**src/rtl/draw_pkg.sv**
```systemverilog
// Shared types for the line generator: controller states, direction codes and
// the mapping from a direction code to its per-step x/y increment.
package draw_pkg;

  typedef enum logic [1:0] {IDLE, GEN, DONE} state_t;

  localparam logic [2:0] DIR_XP = 3'd0;
  localparam logic [2:0] DIR_XN = 3'd1;
  localparam logic [2:0] DIR_YP = 3'd2;
  localparam logic [2:0] DIR_YN = 3'd3;
  localparam logic [2:0] DIR_PP = 3'd4;
  localparam logic [2:0] DIR_PN = 3'd5;
  localparam logic [2:0] DIR_NP = 3'd6;
  localparam logic [2:0] DIR_NN = 3'd7;

  localparam logic signed [1:0] STEP_POS  = 2'sb01;
  localparam logic signed [1:0] STEP_NEG  = 2'sb11;
  localparam logic signed [1:0] STEP_ZERO = 2'sb00;

  typedef struct packed {
    logic signed [1:0] dx;
    logic signed [1:0] dy;
  } delta_t;

  function automatic delta_t dir_to_delta(input logic [2:0] d);
    delta_t r;
    r.dx = STEP_ZERO;
    r.dy = STEP_ZERO;
    case (d)
      DIR_XP: r.dx = STEP_POS;
      DIR_XN: r.dx = STEP_NEG;
      DIR_YP: r.dy = STEP_POS;
      DIR_YN: r.dy = STEP_NEG;
      DIR_PP: begin r.dx = STEP_POS; r.dy = STEP_POS; end
      DIR_PN: begin r.dx = STEP_POS; r.dy = STEP_NEG; end
      DIR_NP: begin r.dx = STEP_NEG; r.dy = STEP_POS; end
      DIR_NN: begin r.dx = STEP_NEG; r.dy = STEP_NEG; end
      default: ;
    endcase
    return r;
  endfunction

endpackage

```
**src/rtl/point_ram.sv**
```systemverilog
// Simple dual-port point buffer: one write port, one synchronous read port.
module point_ram #(
  parameter int DEPTH  = 32,
  parameter int ADDR_W = 5,
  parameter int DATA_W = 64
) (
  input  logic              clk,
  input  logic              wr_en,
  input  logic [ADDR_W-1:0] wr_addr,
  input  logic [DATA_W-1:0] wr_data,
  input  logic [ADDR_W-1:0] rd_addr,
  output logic [DATA_W-1:0] rd_data
);

  logic [DATA_W-1:0] mem [DEPTH];

  always_ff @(posedge clk) begin
    if (wr_en) mem[wr_addr] <= wr_data;
    rd_data <= mem[rd_addr];
  end

endmodule

```
**src/rtl/draw_line_gen.sv**
```systemverilog
// Line point generator: steps from a start point in one of 8 directions,
// one point per clock, into a buffer readable through a gated read port.
module draw_line_gen
  import draw_pkg::*;
#(
  parameter int COORD_W = 32,
  parameter int MAX_LEN = 32,
  parameter int IDX_W   = $clog2(MAX_LEN)
) (
  input  logic               clk,
  input  logic               rst_n,
  input  logic               wea,
  input  logic [COORD_W-1:0] x,
  input  logic [COORD_W-1:0] y,
  input  logic [2:0]         dir,
  input  logic [IDX_W:0]     len,
  input  logic [IDX_W-1:0]   index_rd,
  output logic [COORD_W-1:0] line_x,
  output logic [COORD_W-1:0] line_y,
  output logic [IDX_W:0]     count,
  output logic               busy,
  output logic               finish,
  output logic               err
);

  localparam int CNT_W = IDX_W + 1;

  state_t                     state;
  delta_t                     delta_in;
  logic signed [1:0]          dx_q, dy_q;
  logic signed [COORD_W-1:0]  cur_x_p0, cur_y_p0;
  logic [CNT_W-1:0]           len_q;
  logic                       len_ok;
  logic                       accept;
  logic                       rd_ok_p1;
  logic [2*COORD_W-1:0]       rd_data_p1;

  assign delta_in = dir_to_delta(dir);
  assign len_ok   = (len != '0) && (len <= CNT_W'(MAX_LEN));
  assign accept   = wea && (state != GEN);

  // Stage p0: latch the request, then advance the current point each GEN cycle
  always_ff @(posedge clk) begin
    if (accept) begin
      cur_x_p0 <= x;
      cur_y_p0 <= y;
      dx_q     <= delta_in.dx;
      dy_q     <= delta_in.dy;
      len_q    <= len;
    end else if (state == GEN) begin
      cur_x_p0 <= cur_x_p0 + COORD_W'(dx_q);
      cur_y_p0 <= cur_y_p0 + COORD_W'(dy_q);
    end
  end

  always_ff @(posedge clk) begin
    if (!rst_n) begin
      state    <= IDLE;
      count    <= '0;
      busy     <= 1'b0;
      finish   <= 1'b0;
      err      <= 1'b0;
      rd_ok_p1 <= 1'b0;
    end else begin
      // Gate against the pre-edge count so a same-edge write reads as 0.
      rd_ok_p1 <= ({1'b0, index_rd} < count);
      case (state)
        IDLE, DONE: begin
          if (wea) begin
            count  <= '0;
            finish <= 1'b0;
            err    <= 1'b0;
            if (len_ok) begin
              state <= GEN;
              busy  <= 1'b1;
            end else begin
              state  <= DONE;
              finish <= 1'b1;
              err    <= 1'b1;
            end
          end
        end
        GEN: begin
          count <= count + CNT_W'(1);
          if (count + CNT_W'(1) == len_q) begin
            state  <= DONE;
            busy   <= 1'b0;
            finish <= 1'b1;
          end
        end
        default: state <= IDLE;
      endcase
    end
  end

  point_ram #(
    .DEPTH  (MAX_LEN),
    .ADDR_W (IDX_W),
    .DATA_W (2*COORD_W)
  ) u_ram (
    .clk     (clk),
    .wr_en   (state == GEN),
    .wr_addr (count[IDX_W-1:0]),
    .wr_data ({cur_x_p0, cur_y_p0}),
    .rd_addr (index_rd),
    .rd_data (rd_data_p1)
  );

  // Stage p1: registered read data, zeroed when the index was not yet written
  assign line_x = rd_ok_p1 ? rd_data_p1[2*COORD_W-1:COORD_W] : '0;
  assign line_y = rd_ok_p1 ? rd_data_p1[COORD_W-1:0]         : '0;

endmodule

```
**config.mk**
```make
export PLATFORM = sky130hd
export DESIGN_NAME = draw_line_gen
export DESIGN_NICKNAME = d
export VERILOG_FILES = /design/src/rtl/draw_pkg.sv /design/src/rtl/point_ram.sv /design/src/rtl/draw_line_gen.sv
export SDC_FILE = /design/constraint.sdc
export NUM_CORES = 2
export LEC_CHECK = 0
export ABC_AREA = 1
export CORE_ASPECT_RATIO = 2
export CORE_MARGIN = 5
export CORE_UTILIZATION = 56
export DETAILED_ROUTE_END_ITERATION = 10
export HOLD_SLACK_MARGIN = 0.12
export PLACE_DENSITY_LB_ADDON = 0.15
export SLEW_MARGIN = 20
export SYNTH_ARGS = -nofsm -noshare
export SYNTH_HDL_FRONTEND = slang
export SYNTH_SLANG_ARGS = --single-unit
```
**constraint.sdc**
```tcl
create_clock -name clk -period 4.3 [get_ports clk]
set_clock_uncertainty 0.15 [all_clocks]
set_input_delay 1.29 -clock clk [delete_from_list [all_inputs] [get_ports clk]]
set_output_delay 1.29 -clock clk [all_outputs]
set_load 0.005 [all_outputs]
```
== Yosys cells after proc, flatten, opt, wreduce, memory -nomap -nowiden ==
Memory sizes are Yosys's and may differ from the RTL's. A register that Yosys moved wholly into a read port is not among the register bits.
Index checks and enable logic that the tools add are counted.

* Equality and inequality tests: 14
* Order comparisons: 2
* Add/sub/neg operators: 3
* Mux-type cells: 24
* Reduce and logical (&&, ||, !) cells: 17

{| class="wikitable"
|+ Operators with widths
! kind !! number
|-
| $mux 32 || 6
|-
| $add 32x2->32 || 2
|-
| $eq 3x3->1 const B || 4
|-
| $pmux 2 s2 || 3
|-
| $pmux 6 s2 || 1
|-
| $reduce_or 3->1 || 4
|-
| $mux 1 || 8
|-
| $add 6x1->6 const B || 1
|-
| $eq 3x2->1 const B || 2
|-
| $eq 6x6->1 || 1
|-
| $le 6x6->1 const B || 1
|-
| $lt 5x6->1 || 1
|-
| $mux 2 || 3
|-
| $mux 6 || 1
|-
| $ne 2x2->1 const B || 3
|-
| $reduce_and 2->1 || 3
|-
| $reduce_bool 6->1 || 1
|-
| $pmux 1 s2 || 2
|-
| $reduce_and 4->1 || 1
|-
| $reduce_bool 2->1 || 2
|-
| $eq 3x1->1 const B || 1
|-
| $logic_not 3->1 || 1
|-
| $reduce_and 3->1 || 1
|-
| $eq 2x1->1 const B || 1
|-
| other kinds (5) || 6
|}

* RAM bits: 2048
* Memories: 1
* Logic and storage cells: 72
* Input port bits: 81
* Bits in registers: 86

{| class="wikitable"
|+ Memory list
! memory !! depth !! bits a word !! read ports !! clocked after Yosys merged registers in !! write ports !! RTL line !! source
|-
| u_ram.mem || 32 || 64 || 1 || 1 || 1 || point_ram.sv:15 || <nowiki>logic [DATA_W-1:0] mem [DEPTH];</nowiki>
|}

== Longest topological paths before layout ==
* Word-level depth: 5
* Mapped depth: 13

== Modules after synthesis ==
From an unflattened synthesis, not the netlist that was laid out.

* Cell total of the unflattened synthesis: 8205
* Area total of the unflattened synthesis: 91869.4 µm²

{| class="wikitable"
|+ Modules (own cells, without submodules)
! module !! area each (µm²) !! cells an instance !! times used
|-
| point_ram || 82990.8 || 6768 || 1
|-
| draw_line_gen || 8878.5 || 1437 || 1
|}

== Worst setup path after synthesis ==
OpenSTA, ideal clock, no wires.

* Path kind: register -> register
* Start point: register state[0]
* End point: memory u_ram.mem[28][0], enable pin
* Data required time: 3.664 ns
* Stages on the path, launching flop included: 6
* Arrival: 3.797 ns
* Period minus slack after synthesis: 4.434 ns
* Path slack: -0.134 ns
* Buffers on the path: 1
* Cell sequence: dfxtp_1 inv_1 nor2_1 clkbuf_1 nand2_1 nor2_1

* Word-level cells in the longest chain between the ends: 3

{| class="wikitable"
|+ Ends and longest elaborated chain
! what !! RTL line !! source
|-
| start: declaration || draw_line_gen.sv:28 || <nowiki>state_t state;</nowiki>
|-
| start signal: assignment || draw_line_gen.sv:58 || <nowiki>state <= IDLE;</nowiki>
|-
| start signal: assignment || draw_line_gen.sv:74 || <nowiki>state <= GEN;</nowiki>
|-
| start signal: assignment || draw_line_gen.sv:77 || <nowiki>state <= DONE;</nowiki>
|-
| $eq 2x1->1 || draw_line_gen.sv:102 || <nowiki>.wr_en (state == GEN),</nowiki>
|-
| $mux 1 || point_ram.sv:18 || <nowiki>if (wr_en) mem[wr_addr] <= wr_data;</nowiki>
|-
| $mux 1 (not written as such) || point_ram.sv:18 ||
|-
| end: declaration || point_ram.sv:15 ||
|}

Every way passes these cells.

== Worst setup path after layout ==
* Start point: register rd_ok_p1
* End point: output port line_x[12]

* Word-level cells in the longest chain between the ends: 1

{| class="wikitable"
|+ Ends and longest elaborated chain
! what !! RTL line !! source
|-
| start: declaration || draw_line_gen.sv:35 || <nowiki>logic rd_ok_p1;</nowiki>
|-
| start signal: assignment || draw_line_gen.sv:66 || <nowiki>rd_ok_p1 <= ({1'b0, index_rd} < count);</nowiki>
|-
| $mux 32 || draw_line_gen.sv:110 || <nowiki>assign line_x = rd_ok_p1 ? rd_data_p1[2*COORD_W-1:COORD_W] : '0;</nowiki>
|-
| end: declaration || draw_line_gen.sv:18 || <nowiki>output logic [COORD_W-1:0] line_x,</nowiki>
|}

Every way passes these cells.

==> flow_summary.json <==
{
  "grt_pass1_wl_um": 389500,
  "finalSetupTns_ns": 0,
  "grt_max_degree": 192,
  "critical_path.max_fanout": 21,
  "worst_pin_slew_ns": 1.068,
  "syn_area_sq_um": 90170,
  "startpoint": "rd_ok_p1$_SDFF_PN0_",
  "fp.dieArea_sq_um": 169600,
  "rows": 208,
  "syn_nets": 7714,
  "drt_iter0_drc": 7837,
  "criticalPathCategory": "reg2out",
  "dp.cells": 9579,
  "port_buffers": 153,
  "drive_above_1_share_pct": 7.080,
  "ir_drop_mv": 0.3849,
  "critPathLaunchType": "flop",
  "drcViolationCount": 0,
  "worstPathRequired_ns": 2.86,
  "die_y_um": 577.5,
  "synthTopCellsByArea": "edfxtp_1 (71%), o21ai_0 (5.7%), nor2_1 (4.9%)",
  "clk_pin_slew_ns": 0.06,
  "synth-edff-count": 2122,
  "fin_cells": 9929,
  "hold_class": "reg2reg",
  "syn_avg_cell_area_sq_um": 11.93,
  "worst_setup_path_end_kind": "output port",
  "rsz0062_at_grt": "no",
  "drv_cap": 0,
  "yosysTopAreaCell": "edfxtp_1",
  "min_period_ns": 4.092,
  "htree_num_levels": 4,
  "multiInputGateArea_sq_um": 21910,
  "synthCells": 7561,
  "via_per_inst": 6.326,
  "layout.nets": 7837,
  "drtPass1Iterations": 6,
  "reg2reg_from": "count[0]$_SDFFE_PN0P_",
  "finalSetupViolations": 0,
  "die_x_um": 293.7,
  "nFillCells": 12352,
  "grt_overflow_total": 0,
  "clk_latency_ns": 0.82,
  "slew_headroom_pct": 28.83,
  "final_core_util_pct": 63.36,
  "final_cell_area_sq_um": 101600,
  "finalHoldViolCount": 0,
  "yosys-top-cells-count": "edfxtp_1 (2122), nor2_1 (1171), nand2_1 (1149), o21ai_0 (1035), o22ai_1 (450)",
  "critPathArrivalTime_ns": 2.65,
  "cts_hold_buf": 0,
  "powerDensity_nw_per_um2": 469.6,
  "async_flop_share_pct": 0,
  "start_util_pct": 56.24,
  "ys_ff_latch": 2198,
  "grtUsageTotal_pct": 30.82,
  "routedWlPerCell_um": 27.09,
  "slew_viol_final": 0,
  "ioPinCount": 154,
  "dpl_cell_area_sq_um": 95410,
  "status": "finished, final reports clean",
  "place.gp.congestion": 0.9208,
  "synth_top_area_share_pct": 70.67,
  "clock-sinks": 2198,
  "first_global_vias": 61624,
  "p_leak_nw": 35.10,
  "cts.path.max_buffers": 4,
  "yosysUniqueCellTypes": 34,
  "yosysWarnings": 0,
  "cts-root-buf": "clkbuf_16",
  "synth.most_common_cell": "edfxtp_1",
  "antenna_found_initial": 7,
  "timing.hold.ws_ns": 0.3086,
  "vias": 62812,
  "fin_crit_sh_pct": 95.15,
  "clock.fmax_ghz": 0.2444,
  "antenna_left": 0,
  "core_sq_um": 160300,
  "synth_top_flop_cell": "edfxtp_1",
  "cts_tree": "yes",
  "dp_hpwl_um": 141500,
  "hp-start": "busy$_SDFFE_PN0P_",
  "ys_seq_area_share_pct": 72.36,
  "numCtsBuffers": 186,
  "area_delta_synth_final_pct": 12.64,
  "seqCellArea_sq_um": 65250,
  "wirelength_um": 268900
}
sequential cells by signal, summed over array words and instances, names as in the netlist:
| name | flops |
|---|---|
| rd_ok_p1 | 1 |
| finish | 1 |
| cur_x_p0 | 32 |
| cur_y_p0 | 32 |
| len_q | 6 |
| dx_q | 2 |
| count | 6 |
| busy | 1 |
| u_ram.mem | 2048 |
| err | 1 |
| u_ram.rd_data | 64 |
| dy_q | 2 |
| state | 2 |
placed cells by master (no fill, tap or decap), types with 6 or more instances in the layout:
master           synthesis  layout
edfxtp_1              2122    2122
nand2_1               1149    1148
nor2_1                1171    1138
o21ai_0               1035    1035
o22ai_1                450     450
nand3_1                357     357
inv_1                  302     300
clkbuf_16                0     187
clkdlybuf4s50_1          0     148
buf_4                   40     130
o21ai_1                103     103
a21oi_1                 99      99
buf_12                   0      95
dfxtp_1                 76      75
ha_1                    70      70
o221ai_1                62      62
clkbuf_1               262      46
nor2_4                   0      33
clkinv_2                 1      27
xnor2_1                 26      26
clkinv_1                 2      25
clkbuf_8                 0      22
nand4_1                 20      20
nor3_1                  16      16
buf_8                    0      16
nand3b_1                15      15
bufinv_16                0      13
or2_2                    7       7
o21bai_1                 6       6
cell type report:
type	count	area share [%]
sequential	2198	64.24
antenna	4	0.009855
clock buffer	255	5.075
timing repair buffer	395	4.643
multi-input combinational	4596	21.57
tap	2100	2.587
clock inverter	74	0.6948
inverter	307	1.181
layer usage:
metal	track usage [%]	part of all wire, %
met2	52.96	50
met3	4.570	9.6
met5	0	0
met4	13.06	4.9
met1	39.46	36
path summary, 6_finish.rpt:
path	end	slack, ns	depth (start not counted)
setup / recovery	line_x[12]	0.21	4
hold / removal	busy$_SDFFE_PN0P_	0.31	2
setup reg to reg	u_ram.mem[7][11]$_DFFE_PP_	1.06	4
hold reg to reg	busy$_SDFFE_PN0P_	0.31	2
through the flow:
stage	power, W	setup slack [ns]
2_1_floorplan	0.02908	-0.1335
3_3_place_gp	0.03122	0.8204
3_5_place_dp	0.03135	0.8206
4_1_cts	0.04766	0.1265
5_1_grt	0.04921	0.1326
6_report	0.04770	0.2085
logic make-up after synthesis:
group / count (synthesis) / share of synthesized area (%)
buffers and inverters: 767 / 3.629
AND/OR/NAND/NOR: 2736 / 12.05
XOR/XNOR: 26 / 0.2526
flip-flops: 2198 / 72.36
AO/OA/AOI/OAI: 1762 / 10.70
adder cells (fa/ha/maj): 72 / 1.016
critical path, stage by stage (launching register included):
cell and delay, ns:
dfxtp_4 0.67, buf_6 0.33, nand2_1 0.18, inv_1 0.10, clkdlybuf4s50_1 0.50
timing repair:
item	4_1_cts	5_1_grt
gates resized for setup	1	0
setup endpoints to repair	1	0
setup buffers	0	0
power breakdown:
part | switching [W] | internal, W | leakage [nW]
combinational | 0.00409 | 0.00165 | 12.4
sequential | 0.000387 | 0.0250 | 19.8
clock | 0.00744 | 0.00917 | 2.87
Power figures use the tool's default switching activity.
